**src/rtl/input_cond_pkg.sv**
```systemverilog
// Shared definitions for the board input conditioning blocks.
//   - debouncer state encodings (2 bits, kept stable for legacy decode)
//   - default qualification length for push-button debouncing
package input_cond_pkg;

  typedef logic [1:0] db_state_t;

  localparam db_state_t IDLE_LOW   = 2'b00;
  localparam db_state_t CHECK_HIGH = 2'b01;
  localparam db_state_t IDLE_HIGH  = 2'b10;
  localparam db_state_t CHECK_LOW  = 2'b11;

  // 10 ms at a 100 MHz clk
  localparam int DEFAULT_STABLE_CYCLES = 1_000_000;

endpackage

```
**src/rtl/sync_2ff.sv**
```systemverilog
// Generic two-flop synchronizer for asynchronous board inputs.
// Ports:
//   clk    - destination clock
//   rst    - synchronous active-low reset, clears both stages
//   d      - asynchronous input
//   q      - synchronized output (second stage)
module sync_2ff #(
  parameter int WIDTH = 1
) (
  input  logic             clk,
  input  logic             rst,
  input  logic [WIDTH-1:0] d,
  output logic [WIDTH-1:0] q
);

  logic [WIDTH-1:0] sync_q1;
  logic [WIDTH-1:0] sync_q2;

  always_ff @(posedge clk) begin
    if (!rst) begin
      sync_q1 <= '0;
      sync_q2 <= '0;
    end else begin
      sync_q1 <= d;
      sync_q2 <= sync_q1;
    end
  end

  assign q = sync_q2;

endmodule

```
**src/rtl/button_debouncer.sv**
```systemverilog
// Push-button debouncer: synchronizes a raw bouncing button and accepts a
// level change only after STABLE_CYCLES consecutive identical samples.
// Ports:
//   clk      - system clock
//   rst      - synchronous active-low reset
//   btn_in   - raw asynchronous button level
//   db_out   - debounced level (feeds the rising-edge detector w input)
//   bouncing - high while a candidate level change is being qualified
//
// state      | meaning
// IDLE_LOW   | debounced low, waiting for a high sample
// CHECK_HIGH | qualifying a low->high change, cnt = samples seen high
// IDLE_HIGH  | debounced high, waiting for a low sample
// CHECK_LOW  | qualifying a high->low change, cnt = samples seen low
import input_cond_pkg::*;

module button_debouncer #(
  parameter int STABLE_CYCLES = DEFAULT_STABLE_CYCLES,
  parameter int CNT_W         = $clog2(STABLE_CYCLES)
) (
  input  logic clk,
  input  logic rst,
  input  logic btn_in,
  output logic db_out,
  output logic bouncing
);

  localparam logic [CNT_W-1:0] CNT_LAST = CNT_W'(STABLE_CYCLES - 1);
  localparam logic [CNT_W-1:0] CNT_ONE  = CNT_W'(1);

  logic             sync_q2;
  db_state_t        state;
  logic [CNT_W-1:0] cnt;

  sync_2ff #(
    .WIDTH (1)
  ) u_sync (
    .clk (clk),
    .rst (rst),
    .d   (btn_in),
    .q   (sync_q2)
  );

  // The first differing sample already counts as one, so the terminal
  // compare at STABLE_CYCLES-1 completes on the STABLE_CYCLES-th sample.
  always_ff @(posedge clk) begin
    if (!rst) begin
      state <= IDLE_LOW;
      cnt   <= '0;
    end else begin
      case (state)
        IDLE_LOW: begin
          if (sync_q2) begin
            state <= CHECK_HIGH;
            cnt   <= CNT_ONE;
          end else begin
            cnt <= '0;
          end
        end
        CHECK_HIGH: begin
          if (!sync_q2) begin
            state <= IDLE_LOW;
            cnt   <= '0;
          end else if (cnt == CNT_LAST) begin
            state <= IDLE_HIGH;
            cnt   <= '0;
          end else begin
            cnt <= cnt + CNT_ONE;
          end
        end
        IDLE_HIGH: begin
          if (!sync_q2) begin
            state <= CHECK_LOW;
            cnt   <= CNT_ONE;
          end else begin
            cnt <= '0;
          end
        end
        CHECK_LOW: begin
          if (sync_q2) begin
            state <= IDLE_HIGH;
            cnt   <= '0;
          end else if (cnt == CNT_LAST) begin
            state <= IDLE_LOW;
            cnt   <= '0;
          end else begin
            cnt <= cnt + CNT_ONE;
          end
        end
        default: begin
          state <= IDLE_LOW;
          cnt   <= '0;
        end
      endcase
    end
  end

  assign db_out   = (state == IDLE_HIGH)  || (state == CHECK_LOW);
  assign bouncing = (state == CHECK_HIGH) || (state == CHECK_LOW);

endmodule

```
**config.mk**
```make
export PLATFORM = sky130hd
export DESIGN_NAME = button_debouncer
export DESIGN_NICKNAME = d
export VERILOG_FILES = /design/src/rtl/input_cond_pkg.sv /design/src/rtl/sync_2ff.sv /design/src/rtl/button_debouncer.sv
export SDC_FILE = /design/constraint.sdc
export NUM_CORES = 1
export LEC_CHECK = 0
export ABC_AREA = 1
export CORE_MARGIN = 10
export CORE_UTILIZATION = 45
export CTS_BUF_LIST = sky130_fd_sc_hd__clkbuf_8
export DETAILED_ROUTE_END_ITERATION = 8
export GPL_TIMING_DRIVEN = 0
export SLEW_MARGIN = 20
export SYNTH_ARGS = -nofsm -noshare
export SYNTH_HDL_FRONTEND = slang
export SYNTH_SLANG_ARGS = --single-unit
```
**constraint.sdc**
```tcl
create_clock -name clk -period 1.9 [get_ports clk]
set_input_delay 0.38 -clock clk [delete_from_list [all_inputs] [get_ports clk]]
set_output_delay 0.38 -clock clk [all_outputs]
set_load 0.005 [all_outputs]
```
# Word level (Yosys, flattened, before mapping)
# Index checks and enable logic that the tools add are counted.
# W data, S select, Z words.
# classes
add_sub_neg	1
n_eq_ne	8
muxes	13
n_reduce_logical	4
# op_table
op	n
$pmux W20 S4	1
$mux W20	3
$add A20 B1 Y20 const B	1
$eq A20 B20 Y1 const B	1
$mux W2	6
$pmux W2 S4	1
$eq A2 B2 Y1 const B	2
$reduce_and A4 Y1	1
$ne A3 B2 Y1 const B	1
$ne A3 B3 Y1 const B	1
$eq A2 B1 Y1 const B	1
$logic_not A2 Y1	1
$logic_or A1 B1 Y1	2
$mux W1	2
$ne A2 B1 Y1 const B	1
$ne A2 B2 Y1 const B	1
# word_totals
regBits	24
output_inout_bits	2
elab_cells	30

# Longest topological paths before layout
# logic_depth
ltp_word	4
depth_mapped	9
mapped_depth_nobuf	9

# Cells and area by module
# A second synthesis with hierarchy kept.
# hier_totals
cells_unflattened	179
hier_area_um2	1253.7
# by_module_without_submodules
mod	n_inst	cells_per_inst	area_each_um2	seq_area_each_um2
button_debouncer	1	173	1198.6	440.4
sync_2ff	1	6	55.1	40.0

# Worst setup path after synthesis
# OpenSTA, ideal clock, no wires.
# synth_timing
path_type	register -> register
startpoint	reg cnt[0]
endpoint	reg cnt[9]
arrival_time_ns	1.261
path_slack_ns	0.521
path_stages_with_launch	10
synth_period_minus_slack_ns	1.379
path_cell_list	dfxtp_1 -> ha_1 -> inv_2 -> nor2_4 -> inv_2 -> nor2_4 -> a21oi_4 -> inv_4 -> buf_12 -> nor2_2
# synth_between
elab_chain_cells	4
elab_cells_between_ends	6
cone_classes	add/sub (1); eq/ne (1); mux (4)
# synth_rtl
item	line	rtl
start: declaration	button_debouncer.sv:33	logic [CNT_W-1:0] cnt;
start signal: assignment	button_debouncer.sv:68	cnt <= cnt + CNT_ONE;
start signal: assignment	button_debouncer.sv:87	cnt <= cnt + CNT_ONE;
$add A20 B1 Y20 / $eq A20 B20 Y1 (equally long branches)	n/a	
$mux W20 (*)	button_debouncer.sv:64, button_debouncer.sv:83	
$mux W20 (on tied branches)	button_debouncer.sv:80, button_debouncer.sv:61	
$pmux W20 S4 (*)	button_debouncer.sv:51	case (state)
# Every way passes the cells marked *; elsewhere a longest branch is shown, timed or not.
# A chain may end at the register's enable or synchronous reset.

==> results.tsv <==
metric	value	unit
rrSetupSlack	0.36	ns
hold_buffers	0	
floorplan.initialDensity	46.8	%
final_area	1420	sq um
grt_use_total	9.81	%
ys_ff_latch	24	
drive_gt1_share	17.3	%
ant_nets	0	
antenna_found_initial	0	
viasPerCell	4.73	
synth_top_area_share	37.2	%
clock-root-buffer	clkbuf_8	
drt-wirelength-per-cell	10.8	microns
cp.arrival	1.24	ns
fin_setup_tns	0	ns
cts_buffers	3	
critPathCaptureType	output pin	
grt_pass1_vias	997	
synth_most_common_cell	nand2_1	
power.share.combinational	1.3	%
gp_congestion	0.924	
num_antenna_cells	0	
syn_nets	187	
drt_first_pass_iters	4	
syn_inst	183	
layout.nets	196	
required	1.52	ns
p_sw	172	uW
min_period	1.62	ns
cts_setup_buffers	0	
drt_wl_total	2.40	mm
area_delta_synth_final	10.4	%
overflow	0	
cts_resized	0	
pin_count	5	
portBuffers	4	
crit_fanout	4	
path_clk_slew	0.08	ns
switching_share	19.8	%
yosysSeqAreaShare	37.2	%
syn_avg_cell_area	7.05	sq um
syn_area	1290	sq um
hpwl	1.87	mm
tightest_slew	0.304	ns
cts_max_level	1	
start_kind	flop	
setup_viol	0	
tritoncts	built	
max-cap-violations	0	
outcome	complete, no violations	
synth_common_cells	nand2_1 (46), nor2_1 (27), dfxtp_1 (24)	
clk_path_buf_depth	2	
rsz0062_at_grt	false	
min_path_type	flop to flop	
fp.dieArea	5410	sq um
finClkSkew	0.00229	ns
fmax	616	MHz
core-area	2760	sq um
yosys-top-cells-area	dfxtp_1 (37%), nand2_1 (13%), nor2_1 (7.9%)	
clk_latency	0.27	ns
synth_edf_count	0	
pwr_density_cell	611	nW/um^2
crit_type	flop to output pin	
post-route-period-util	85.4	%
cts.sink_count	24	
grt_max_degree	14	
pwr-share-clk	40.3	%
drtIter0Drc	94	
die_h	73.5	microns
grt_pass1_wl	4.25	mm
synthArstFlopShare	0	%
die_w	73.5	microns
intPower	698	uW
rows	19	
maxSlewViolCount	0	
timing.final.hold_violations	0	
postPlaceCellArea	1370	sq um
vias	1051	
relSlewSlack	79.7	%
synth_ff_type	dfxtp_1	
peakVddDrop	0.000370	V
pwr-share-seq	58.4	%
power.leakage	0.505	nW
drc	0	
synth_top_area_cell	dfxtp_1	
ys_types	21	
synth-warning-count	0	
registers in the layout (all words and copies together), names as in the netlist, named ones only:
name            cells
u_sync.q            1
cnt                20
u_sync.sync_q1      1
state               1
power groups by stage:
stage | Clock, mW | Sequential [mW] | Combinational, mW
2_1_floorplan | 0 | 0.519 | 0.00501
3_3_place_gp | 0 | 0.519 | 0.0113
3_5_place_dp | 0 | 0.519 | 0.0116
4_1_cts | 0.370 | 0.508 | 0.0117
5_1_grt | 0.384 | 0.508 | 0.0130
6_report | 0.351 | 0.508 | 0.0114
area by class of cell:
cell class	instances	area (sq um)
inverters	25	96.3
multi-input cells	130	681
well taps	31	38.8
clock buffers	4	55.1
fillers	281	1330
plain buffers	4	32.5
repair buffers	4	40.0
flip-flops and latches	24	480
metal layers:
| metal | track usage, % | up-vias | part of all wire, % |
|---|---|---|---|
| li1 | - | 569 | - |
| met4 | 5.59 | 0 | 2.3 |
| met2 | 15.1 | 23 | 45 |
| met5 | 0 | - | 0 |
| met3 | 2.15 | 5 | 4.7 |
| met1 | 12.3 | 454 | 48 |
path summary, 6_finish.rpt:
path | start | to | cells after the start
worst max-delay path | flop | db_out | 2
worst max register to register | cnt[0] | cnt[7] | 9
worst min-delay path | u_sync.sync_q1 | u_sync.q | 2
worst min register to register | u_sync.sync_q1 | u_sync.q | 2
kinds of logic (layout without fill, tap and decap cells):
group                      count (synthesis)  after routing  synth area share (%)
AOI/OAI and AO/OA                          5              5                  2.81
adders and majority gates                  1              1                 0.970
DFF                                       24             24                  37.2
xor gates and xnor gates                  12             12                  8.15
and+or+nand+nor                          112            112                  40.8
buffers and inverters                     29             37                  9.99
critical path: stages (launching register included):
cell	delay [ns]
dfxtp_1	0.38
clkbuf_1	0.10
clkdlybuf4s50_1	0.49
cell usage in the layout (no fill, tap or decap):
cell type and count:
a21oi_1 2, a21oi_4 1, buf_12 1, buf_2 1, clkbuf_1 2, clkbuf_8 4
clkdlybuf4s50_1 4, dfxtp_1 24, ha_1 1, inv_1 21, inv_2 3, inv_4 1
nand2_1 46, nand2_2 4, nand3_1 8, nand4_1 4, nor2_1 27, nor2_2 13
nor2_4 5, nor3_1 5, o21ai_0 2, xnor2_1 2, xor2_1 10
metrics by stage:
stage	std cells	util (%)	total power [mW]	hold WS, ns	worst slack (ns)
after floorplan	183	-	0.524	0.390	0.521
after global placement	218	49.6	0.531	0.395	0.110
after detailed placement	218	49.6	0.531	0.411	0.101
after CTS	222	51.6	0.890	0.428	0.251
after global routing	222	51.6	0.905	0.436	0.195
final	222	51.6	0.870	0.422	0.276
(Power assumes the default switching activity.)
